## config.mk

```make
export PLATFORM = sky130hd
export DESIGN_NAME = fetch_ctrl_flat
export DESIGN_NICKNAME = d
export VERILOG_FILES = /design/src/rtl/fetch_ctrl_if.sv /design/src/rtl/fetch_ctrl.sv /design/src/flat_wrapper.sv
export SDC_FILE = /design/constraint.sdc
export NUM_CORES = 1
export LEC_CHECK = 0
export CAP_MARGIN = 5
export CORE_UTILIZATION = 41
export CTS_BUF_LIST = sky130_fd_sc_hd__clkbuf_2
export CTS_CLUSTER_DIAMETER = 30
export CTS_CLUSTER_SIZE = 20
export DETAILED_ROUTE_END_ITERATION = 8
export PLACE_DENSITY = 0.9
export SYNTH_ARGS = -nofsm -noshare
export SYNTH_HDL_FRONTEND = slang
export SYNTH_SLANG_ARGS = --single-unit
export TNS_END_PERCENT = 50
```

## constraint.sdc

```tcl
create_clock -name clk -period 3.2 [get_ports clk]
set_input_delay 0.96 -clock clk [delete_from_list [all_inputs] [get_ports clk]]
set_output_delay 0.96 -clock clk [all_outputs]
set_load 0.01 [all_outputs]
```

## src/rtl/fetch_ctrl_if.sv

```systemverilog
// rtl/fetch_ctrl_if.sv - instruction memory request/response bus for fetch_ctrl
interface fetch_ctrl_if;
   logic        imem_req;
   logic [31:0] imem_addr;
   logic        imem_ready;
   logic        imem_rvalid;
   logic [31:0] imem_rdata;

   modport master (
      output imem_req,
      output imem_addr,
      input  imem_ready,
      input  imem_rvalid,
      input  imem_rdata
   );

   modport slave (
      input  imem_req,
      input  imem_addr,
      output imem_ready,
      output imem_rvalid,
      output imem_rdata
   );
endinterface

```

## src/rtl/fetch_ctrl.sv

```systemverilog
// rtl/fetch_ctrl.sv - single-outstanding instruction fetch controller with CP0 redirect and halt
// Optional: FETCH_ALIGN_CHECK_EN presents misaligned PCs as address-error entries without a memory request.
module fetch_ctrl #(
   parameter logic [31:0] TEXT_START  = 32'h0000_3000,
   parameter logic [31:0] KTEXT_START = 32'h0000_4180
) (
   input  logic        clk,
   input  logic        reset,
   input  logic        stall,
   input  logic [31:0] npc,
   input  logic        k_redirect,
   input  logic [31:0] k_target,
   fetch_ctrl_if.master imem,
   output logic [31:0] pc,
   output logic        if_valid,
   output logic [31:0] if_instr,
   output logic        if_adel,
   output logic        halted
);
   localparam logic [31:0] TERM_PC = KTEXT_START - 32'd4;

   typedef enum logic [1:0] {S_REQ, S_WAIT, S_HOLD, S_HALT} state_t;

   state_t      state, state_d;
   logic [31:0] pc_d, instr_d, enter_pc;
   logic        valid_d, kill, kill_d, halted_d, enter_req;
`ifdef FETCH_ALIGN_CHECK_EN
   logic        mis_d;
`endif

   assign imem.imem_req  = (state == S_REQ);
   assign imem.imem_addr = {pc[31:2], 2'b00};

   always_comb begin
      state_d   = state;
      pc_d      = pc;
      valid_d   = if_valid;
      instr_d   = if_instr;
      kill_d    = kill;
      halted_d  = halted;
      enter_req = 1'b0;
      enter_pc  = pc;
`ifdef FETCH_ALIGN_CHECK_EN
      mis_d     = 1'b0;
`endif
      case (state)
         S_REQ: begin
            if (imem.imem_ready) begin
               state_d = S_WAIT;
               if (k_redirect) begin
                  pc_d   = k_target;
                  kill_d = 1'b1;
               end
            end else if (k_redirect) begin
               enter_req = 1'b1;
               enter_pc  = k_target;
            end
         end
         S_WAIT: begin
            // a redirect coinciding with the response discards it directly; otherwise wait it out
            if (k_redirect) begin
               pc_d = k_target;
               if (imem.imem_rvalid) begin
                  kill_d    = 1'b0;
                  enter_req = 1'b1;
                  enter_pc  = k_target;
               end else begin
                  kill_d = 1'b1;
               end
            end else if (imem.imem_rvalid) begin
               if (kill) begin
                  kill_d    = 1'b0;
                  enter_req = 1'b1;
                  enter_pc  = pc;
               end else begin
                  state_d = S_HOLD;
                  valid_d = 1'b1;
                  instr_d = imem.imem_rdata;
               end
            end
         end
         S_HOLD: begin
            if (k_redirect) begin
               valid_d   = 1'b0;
               enter_req = 1'b1;
               enter_pc  = k_target;
            end else if (!stall) begin
               valid_d   = 1'b0;
               enter_req = 1'b1;
               enter_pc  = npc;
            end
         end
         default: ;
      endcase

      if (enter_req) begin
         pc_d    = enter_pc;
         state_d = S_REQ;
         if (enter_pc == TERM_PC) begin
            state_d  = S_HALT;
            halted_d = 1'b1;
            valid_d  = 1'b0;
         end
`ifdef FETCH_ALIGN_CHECK_EN
         else if (enter_pc[1:0] != 2'b00) begin
            state_d = S_HOLD;
            valid_d = 1'b1;
            instr_d = '0;
            mis_d   = 1'b1;
         end
`endif
      end
   end

   always_ff @(posedge clk or posedge reset) begin
      if (reset) begin
         state    <= S_REQ;
         pc       <= TEXT_START;
         if_valid <= 1'b0;
         if_instr <= '0;
         kill     <= 1'b0;
         halted   <= 1'b0;
      end else begin
         state    <= state_d;
         pc       <= pc_d;
         if_valid <= valid_d;
         if_instr <= instr_d;
         kill     <= kill_d;
         halted   <= halted_d;
      end
   end

`ifdef FETCH_ALIGN_CHECK_EN
   // the error flag lives exactly as long as the entry it marks
   always_ff @(posedge clk or posedge reset) begin
      if (reset) begin
         if_adel <= 1'b0;
      end else begin
         if_adel <= mis_d | (if_adel & valid_d);
      end
   end
`else
   assign if_adel = 1'b0;
`endif
endmodule
```

## src/flat_wrapper.sv

```systemverilog
// flat-port wrapper written by rule: the top's interface ports become plain ports
module fetch_ctrl_flat 
#(
   parameter logic [31:0] TEXT_START  = 32'h0000_3000,
   parameter logic [31:0] KTEXT_START = 32'h0000_4180
)
  (clk, reset, stall, npc, k_redirect, k_target, pc, if_valid, if_instr, if_adel, halted, imem_imem_req, imem_imem_addr, imem_imem_ready, imem_imem_rvalid, imem_imem_rdata);
  fetch_ctrl_if imem_i ();
  input  logic clk;
  input  logic reset;
  input  logic stall;
  input  logic [31:0] npc;
  input  logic k_redirect;
  input  logic [31:0] k_target;
  output logic [31:0] pc;
  output logic if_valid;
  output logic [31:0] if_instr;
  output logic if_adel;
  output logic halted;
  output wire logic [$bits(imem_i.imem_req)-1:0] imem_imem_req;
  output wire logic [$bits(imem_i.imem_addr)-1:0] imem_imem_addr;
  input wire logic [$bits(imem_i.imem_ready)-1:0] imem_imem_ready;
  input wire logic [$bits(imem_i.imem_rvalid)-1:0] imem_imem_rvalid;
  input wire logic [$bits(imem_i.imem_rdata)-1:0] imem_imem_rdata;
  assign imem_imem_req = imem_i.imem_req;
  assign imem_imem_addr = imem_i.imem_addr;
  assign imem_i.imem_ready = imem_imem_ready;
  assign imem_i.imem_rvalid = imem_imem_rvalid;
  assign imem_i.imem_rdata = imem_imem_rdata;
  fetch_ctrl #(.TEXT_START(TEXT_START), .KTEXT_START(KTEXT_START)) u_core (.clk(clk), .reset(reset), .stall(stall), .npc(npc), .k_redirect(k_redirect), .k_target(k_target), .imem(imem_i), .pc(pc), .if_valid(if_valid), .if_instr(if_instr), .if_adel(if_adel), .halted(halted));
endmodule
```

* Word level (Yosys, flattened, before mapping)
Cells that the tools add are included.
** Cells by class
- $add $sub $neg :: 0
- $mul :: 0
- Divide/modulo/power cells :: 0
- $lt $le $gt $ge :: 0
- Equality and inequality tests :: 10
- Shifts and indexed selects :: 0
- Muxes and demuxes :: 40
- Bitwise logic cells :: 2
- Reduce and logical (&&, ||, !) cells :: 8
** Operators by type and width (number)
- two-way mux 32 bit :: 8
- case mux 32 bit (3 select lines) :: 1
- case mux 32 bit (2 select lines) :: 1
- == test 32 x 15 -> 1 bit (second input constant) :: 1
- two-way mux 1 bit :: 20
- two-way mux 2 bit :: 6
- AND reduction 4 bit :: 2
- inequality test 3 x 2 -> 1 bit (second input constant) :: 2
- inequality test 3 bit (second input constant) :: 2
- AND reduction 5 bit :: 1
- case mux 1 bit (2 select lines) :: 2
- case mux 2 bit (2 select lines) :: 1
- AND reduction 2 bit :: 2
- inequality test 3 x 1 -> 1 bit (second input constant) :: 1
- case mux 1 bit (3 select lines) :: 1
- nonzero test 3 bit :: 1
- == test 2 x 1 -> 1 bit (second input constant) :: 1
- == test 2 bit (second input constant) :: 1
- zero test 2 bit :: 1
- inequality test 2 x 1 -> 1 bit (second input constant) :: 1
- inequality test 2 bit (second input constant) :: 1
- inverter 1 bit :: 2
- nonzero test 2 bit :: 1
** Word-level totals
- Flip-flop bits (word level) :: 69
- Bits in latches :: 0
- Bits in writable memories :: 0
- Memory bits (read-only) :: 0
- Input port bits :: 102
- Output and inout port bits :: 100
- Memories :: 0

* Logic depth before layout (Yosys ltp)
Gate-level depths: netlist of the first run.
- Depth in word-level cells :: 6
- Depth in mapped cells :: 11
- Gate-level depth less buffers :: 9

* Worst setup path before layout of the first run
OpenSTA, ideal clock, no wires.
- Kind :: in2reg
- Start point :: input imem_imem_rvalid
- End point :: register u_core.state[0]
- Arrival time :: 2.712 ns
- Required time :: 3.135 ns
- Setup slack :: 0.423 ns
- Stages :: 8
- Buffers on the path :: 1
- Cells stage by stage :: and2_1 -> buf_2 -> o31a_1 -> a221o_1 -> a2111oi_0 -> nand4_1 -> nor4_4 -> o22a_1
** Between the ends
- Cells in the longest elaborated chain, start to end :: 6
- Elaborated cells between the ends (all ways) :: 16
- Classes of those cells :: eq/ne: 5; mux: 9; reduce/logical: 2
** RTL lines
- from (decl) :: RTL line flat_wrapper.sv:23 : input wire logic [$bits(imem_i.imem_rvalid)-1:0] imem_imem_rvalid;
- two-way mux 32 bit :: RTL line fetch_ctrl.sv:63 : if (imem.imem_rvalid) begin
- two-way mux 32 bit :: RTL line fetch_ctrl.sv:61 : if (k_redirect) begin
- case mux 32 bit (3 select lines) :: RTL line fetch_ctrl.sv:46 : case (state)
- == test 32 x 15 -> 1 bit :: RTL line fetch_ctrl.sv:99 : if (enter_pc == TERM_PC) begin
- two-way mux 2 bit :: RTL line fetch_ctrl.sv:99
- two-way mux 2 bit :: RTL line fetch_ctrl.sv:96 : if (enter_req) begin
- to (signal assigned) :: RTL line fetch_ctrl.sv:124 : state <= state_d;
- to (decl) :: RTL line fetch_ctrl.sv:24 : state_t state, state_d;
Parallel ways exist; a longest one is shown, timed or not.
A chain may end at the register's enable or synchronous reset.

* Final worst setup path of the first run
- Start point :: input stall
- End point :: register u_core.state[1]
** Between the ends
- Cells in the longest elaborated chain, start to end :: 6
- Elaborated cells between the ends (all ways) :: 15
- Classes of those cells :: eq/ne: 5; mux: 8; reduce/logical: 2
** RTL lines
- from (decl) :: RTL line flat_wrapper.sv:11 : input logic stall;
- two-way mux 32 bit :: RTL line fetch_ctrl.sv:87 : end else if (!stall) begin
- two-way mux 32 bit :: RTL line fetch_ctrl.sv:83 : if (k_redirect) begin
- case mux 32 bit (3 select lines) :: RTL line fetch_ctrl.sv:46
- == test 32 x 15 -> 1 bit :: RTL line fetch_ctrl.sv:99
- two-way mux 2 bit :: RTL line fetch_ctrl.sv:99
- two-way mux 2 bit :: RTL line fetch_ctrl.sv:96
Parallel ways exist; a longest one is shown, timed or not.

==> results.yml, run 1 <==
synth:
  async_reset_ff_share_pct: 100
  ys_types: 58
  ys_ff_latch: 69
  yosysTopAreaCell: "dfrtp_1"
  synth_edf_count: 0
  seq_area_frac_synth_pct: 44.7
  synth_top_flop_cell: "dfrtp_1"
  synthTopCellsByCount: "67 x dfrtp_1, 33 x buf_4, 32 x mux2_2"
  netlist_area_sq_um: 3870
  yosysTopAreaCellShare_pct: 43.4
  netlist_instances: 365
  synth_area_per_cell_sq_um: 10.6
  ys_warn_count: 0
  synth.most_common_cell: "dfrtp_1"
  synthTopCellsByArea: "dfrtp_1 43%, mux2_2 9.3%, buf_4 6.4%"
floorplanning:
  die_h_um: 99.1
  io_pins: 202
  die_w_um: 99.1
  dieArea_sq_um: 9820
  rows: 35
  start_util_pct: 42.1
  coreArea_sq_um: 9200
clock_tree:
  clk_pin_slew_ns: 0.19
  h-tree-depth: 3
  postCtsSetupRepairBufs: 0
  cts.sinks: 69
  numCtsBuffers: 9
  clockBufferDepth: 2
  clk-insertion-delay-late_ns: 0.48
  root_buffer: "clkbuf_2"
  cts_tree: "built"
min_path:
  whs_path_depth: 1
  hold_class: "reg -> reg"
timing:
  rsz0062_at_grt: "no"
  fmax_mhz: 336
  period_needed_ns: 2.97
  hold_violations: 0
  relSlewSlack_pct: 65.1
  finalClockSkew_ns: 0.0200
  min_period_over_period_pct: 92.9
  maxSlewViolCount: 0
  worstMarginPinSlew_ns: 0.523
  timing.hold.ws_ns: 0.501
  setup_viol: 0
place:
  gp_congestion: 0.926
  dp_hpwl_um: 9410
  dp_cells: 664
  port_buffers: 198
pwr:
  power_leakage_nw: 2.67
  peakVddDrop_v: 0.000178
  cellPowerDensity_nw_per_um2: 302
grt:
  antenna_found_initial: 0
  grt.total_usage_pct: 25.3
  grt_pass1_wl_um: 19500
  grt_pass1_vias: 3924
  grt.overflow.total: 0
  grt_max_degree: 35
drt:
  wl_per_cell_um: 17.9
  dr_total_vias: 3794
  vias_per_cell: 5.58
  totalWireLength_um: 12200
  drtIter0Drc: 328
  drtAntennaViolNets: 0
  dr.pass1.iters: 6
  drc: 0
critical_path:
  crit_path_max_fanout: 22
  startpoint_type: "input port"
  r2r_slack_ns: 0.38
  arrival_ns: 3.41
  setup.worst_path.end_class: "flip-flop"
  r2r.worst_path.cells: 11
  critPathKind: "in -> reg"
  worstPathRequired_ns: 3.63
finish:
  final_cells: 680
  fillCellCount: 743
  antennaDiodeCount: 0
  fin_nets: 670
  drive_above_1_share_pct: 18.1
  syn_to_final_growth_pct: 59.7
outcome:
  status: "complete, no violations"
flow_run:
  maxCapViolCount: 0
metrics by stage:
| step | utilization, % | power, mW | area [sq um] | setup WS (ns) | setup TNS [ns] |
|---|---|---|---|---|---|
| 2_1_floorplan | - | 1.07 | 3870 | 0.423 | 0 |
| 3_3_place_gp | 65.6 | 1.30 | 6030 | -0.321 | -2.56 |
| 3_5_place_dp | 65.6 | 1.31 | 6030 | -0.478 | -5.26 |
| 4_1_cts | 67.1 | 1.88 | 6170 | 0.0520 | 0 |
| 5_1_grt | 67.1 | 1.96 | 6170 | 0.0582 | 0 |
| 6_report | 67.1 | 1.87 | 6170 | 0.227 | 0 |
layout make-up:
class | instances | area (sq um) | share of cell area, %
clock inverters | 7 | 88.8 | 1.44
clock buffers | 9 | 45.0 | 0.729
multi-input cells | 232 | 1780 | 28.8
well taps | 111 | 139 | 2.25
inverters | 12 | 45.0 | 0.729
flip-flops and latches | 69 | 1730 | 28.0
repair buffers | 240 | 2350 | 38.0
critical path, stage by stage:
cell	delay [ns]
clkdlybuf4s50_1	0.55
buf_4	0.29
nor2b_1	0.08
o22ai_1	0.17
a21oi_1	0.08
a2111oi_0	0.44
buf_4	0.18
nand4_1	0.13
nor4_4	0.33
o22a_1	0.17
final timing paths:
kind                            startpoint             endpoint
max                                  stall      u_core.state[1]
min                          u_core.halted        u_core.halted
max reg2reg                u_core.state[0]      u_core.state[1]
min reg2reg                  u_core.halted        u_core.halted
max in group asynchronous            reset         u_core.pc[5]
min in group asynchronous            reset  u_core.if_instr[18]
power by group:
part / switching, mW / internal, mW / leakage (nW)
combinational: 0.131 / 0.235 / 1.69
clock: 0.319 / 0.255 / 0.0774
sequential: 0.0295 / 0.898 / 0.901
total: 0.480 / 1.39 / 2.67
registers in the layout (all words and copies together), names as in the netlist:
name,cells
u_core.halted,1
u_core.if_instr,32
u_core.if_valid,1
u_core.kill,1
u_core.pc,32
u_core.state,2
layer usage:
metal	wire (um)	vias up	GRT usage [%]
met4	138	0	7.81
met2	6200	205	44.0
met1	4920	1837	31.7
met3	927	15	5.34
li1	-	1737	-
met5	0	-	0
logic make-up (layout without fill, tap and decap cells):
group                      after synthesis  after routing  synth area share [%]
and+or+nand+nor                         88             88                  13.2
muxes                                   37             37                  10.6
other                                    1              3                0.0970
AOI/OAI and AO/OA                      100            100                  20.3
adders and majority gates                4              4                  1.29
buffers and inverters                   66            268                  9.83
DFF                                     69             69                  44.7
cell usage in the layout, fill, tap and decap left out, types with 4 or more instances in the layout:
cell type          n
a21oi_1           16
a221o_1           22
a222oi_1           7
a22oi_1            4
and2_1             4
buf_12             4
buf_4             38
clkbuf_2           9
clkdlybuf4s50_1  198
dfrtp_1           67
ha_1               4
inv_1             11
mux2_2            32
mux2i_1            5
nand2_1           13
nand3_1            4
nand4_1            4
nor2_1            21
nor2b_1           22
nor4_1             4
o22ai_1           19
timing repair:
action / 4_1_cts / 5_1_grt
gates resized for setup: 0 / 2
hold buffers: 0 / 0
endpoints found under the setup margin: 0 / 4
Power figures use the tool's default switching activity.
==> run 2: changes to the inputs <==
CORE_MARGIN = 3   (was unset)
==> run 2 against run 1 <==
  * Fmax shrank 2.8%
  * Worst hold slack gained 0.024 ns
  * Routed wire length grew 8.3%
  * Sequential power is essentially flat
  * Cell area grew 1.2%
  * Die area grew 8.2%
  * Sequential share of layout area shrank 0.32 points
  * Critical path depth shrank 1
  * Register-to-register slack lost 0.16 ns
  * Core utilization grew 2.8 points
==> results.yml, run 2 (same netlist as run 1, synthesis figures left out) <==
drt:
  dr.pass1.iters: 6
  vias_per_cell: 5.73
  drc: 0
  totalWireLength_um: 13200
  drtAntennaViolNets: 0
  drtIter0Drc: 274
  wl_per_cell_um: 19.4
  dr_total_vias: 3906
critical_path:
  r2r.worst_path.cells: 9
  arrival_ns: 3.51
  max_stage_delay_ns: 0.54
  crit_path_max_fanout: 6
  r2r_end: "u_core.state[1]"
  worstReg2RegStart: "u_core.state[0]"
  cp_slowest_cell: "clkdlybuf4s50_1"
  setup.worst_path.end_class: "flip-flop"
  r2r_slack_ns: 0.22
  worstPathRequired_ns: 3.65
  critPathKind: "in -> reg"
  startpoint_type: "input port"
  cp_cell_sequence: "clkdlybuf4s50_1, buf_4, a21bo_2, o211ai_2, a221o_1, a2111oi_0, nand4_1, nor4_4, o22a_1"
clock_tree:
  clockBufferDepth: 2
  root_buffer: "clkbuf_2"
  cts_hold_buf: 0
  cts_tree: "built"
  cts.sinks: 69
  postCtsSetupRepairBufs: 0
  ctsResizeCount: 0
  numCtsBuffers: 9
  clk_pin_slew_ns: 0.23
  h-tree-depth: 3
  clk-insertion-delay-late_ns: 0.50
pwr:
  switching_share_pct: 27.0
  p_switching_mw: 0.523
  intPower_mw: 1.41
  power_leakage_nw: 2.71
  peakVddDrop_v: 0.000176
  combPwrFrac_pct: 19.5
  finalPower_mw: 1.94
  cellPowerDensity_nw_per_um2: 310
  pwr-share-clk_pct: 32.5
  power_frac_seq_pct: 48.0
place:
  port_buffers: 198
  dp_hpwl_um: 10500
  gp_congestion: 0.906
  dp_slack_ns: -0.357
timing:
  finalClockSkew_ns: 0.0240
  timing.hold.ws_ns: 0.525
  worst_slack_ns: 0.140
  min_period_over_period_pct: 95.6
  hold_violations: 0
  fmax_mhz: 327
  relSlewSlack_pct: 54.4
  period_needed_ns: 3.06
  worstMarginPinSlew_ns: 0.684
  setup_viol: 0
  rsz0062_at_grt: "no"
  maxSlewViolCount: 0
finish:
  final_common_cell: "clkdlybuf4s50_1"
  reg_top3: "u_core.if_instr (32), u_core.pc (32), u_core.state (2)"
  antennaDiodeCount: 0
  syn_to_final_growth_pct: 61.5
  fillCellCount: 659
  drive_above_1_share_pct: 19.0
  final_cell_mix: "198 x clkdlybuf4s50_1, 67 x dfrtp_1, 41 x buf_4"
  fin_nets: 675
floorplanning:
  io_pins: 202
  die_w_um: 103
  coreArea_sq_um: 8930
  dieArea_sq_um: 10600
  die_h_um: 103
  rows: 34
  start_util_pct: 43.3
min_path:
  worstHoldEndpoint: "u_core.halted"
  hold_class: "reg -> reg"
  holdCritStartpoint: "u_core.halted"
  whs_path_depth: 1
grt:
  grt.total_usage_pct: 24.6
  grt_max_degree: 35
  grt.overflow.total: 0
  grt_pass1_vias: 3945
  grt_pass1_wl_um: 20200
  antenna_found_initial: 0
outcome:
  status: "complete, no violations"
flow_run:
  maxCapViolCount: 0
-- run 2: changes by cell type in the layout (fill, tap and decap cells not counted), moves of 2 or more --
cell      change
buf_4         +3
buf_12        +2
clkinv_1      -2
clkinv_4      +2
-- run 2: stage by stage --
step	TNS, ns	area (sq um)	cells	util (%)
3_3_place_gp	-3.39	6090	666	68.2
3_5_place_dp	-5.11	6090	666	68.2
4_1_cts	0	6240	682	69.9
6_report	0	6250	682	69.9
5_1_grt	0	6250	682	69.9
2_1_floorplan	0	3870	367	-
-- run 2: how the worst max path moves through the flow --
stage                                 from         endpoint  slack [ns]  depth (start not counted)
after floorplan           imem_imem_rvalid  u_core.state[0]        0.42                          8
after global placement          k_redirect  u_core.state[1]       -0.22                         10
after detailed placement        k_redirect  u_core.state[0]       -0.36                          9
after CTS                  u_core.state[0]    imem_imem_req        0.20                          3
after global routing       u_core.state[0]  u_core.state[1]        0.04                         10
final                           k_redirect  u_core.state[1]        0.14                          9
-- run 2: layout make-up --
class / instances / area (sq um) / area share [%]
flip-flops and latches: 69 / 1730 / 27.7
well taps: 108 / 135 / 2.16
repair buffers: 245 / 2410 / 38.6
inverters: 12 / 45.0 / 0.721
clock inverters: 7 / 106 / 1.70
multi-input cells: 232 / 1780 / 28.4
clock buffers: 9 / 45.0 / 0.721
-- run 2: layer usage --
metal  track usage (%)  routed length (um)
met1              30.6                5080
met2              43.0                6700
met3              4.80                1240
met4              7.77                 187
met5                 0                   0
-- run 2: critical path: cells and delay by family --
kind / cells / cell delay (ns)
AO/OA/AOI/OAI: 5 / 1.27
buffers and inverters: 2 / 0.71
AND/OR/NAND/NOR: 2 / 0.57
-- run 2: power groups by stage --
stage / clock network (mW) / logic, mW / registers, mW
6_report: 0.629 / 0.377 / 0.929
3_5_place_dp: 0 / 0.375 / 0.944
5_1_grt: 0.684 / 0.401 / 0.934
4_1_cts: 0.644 / 0.378 / 0.929
2_1_floorplan: 0 / 0.128 / 0.946
3_3_place_gp: 0 / 0.369 / 0.942
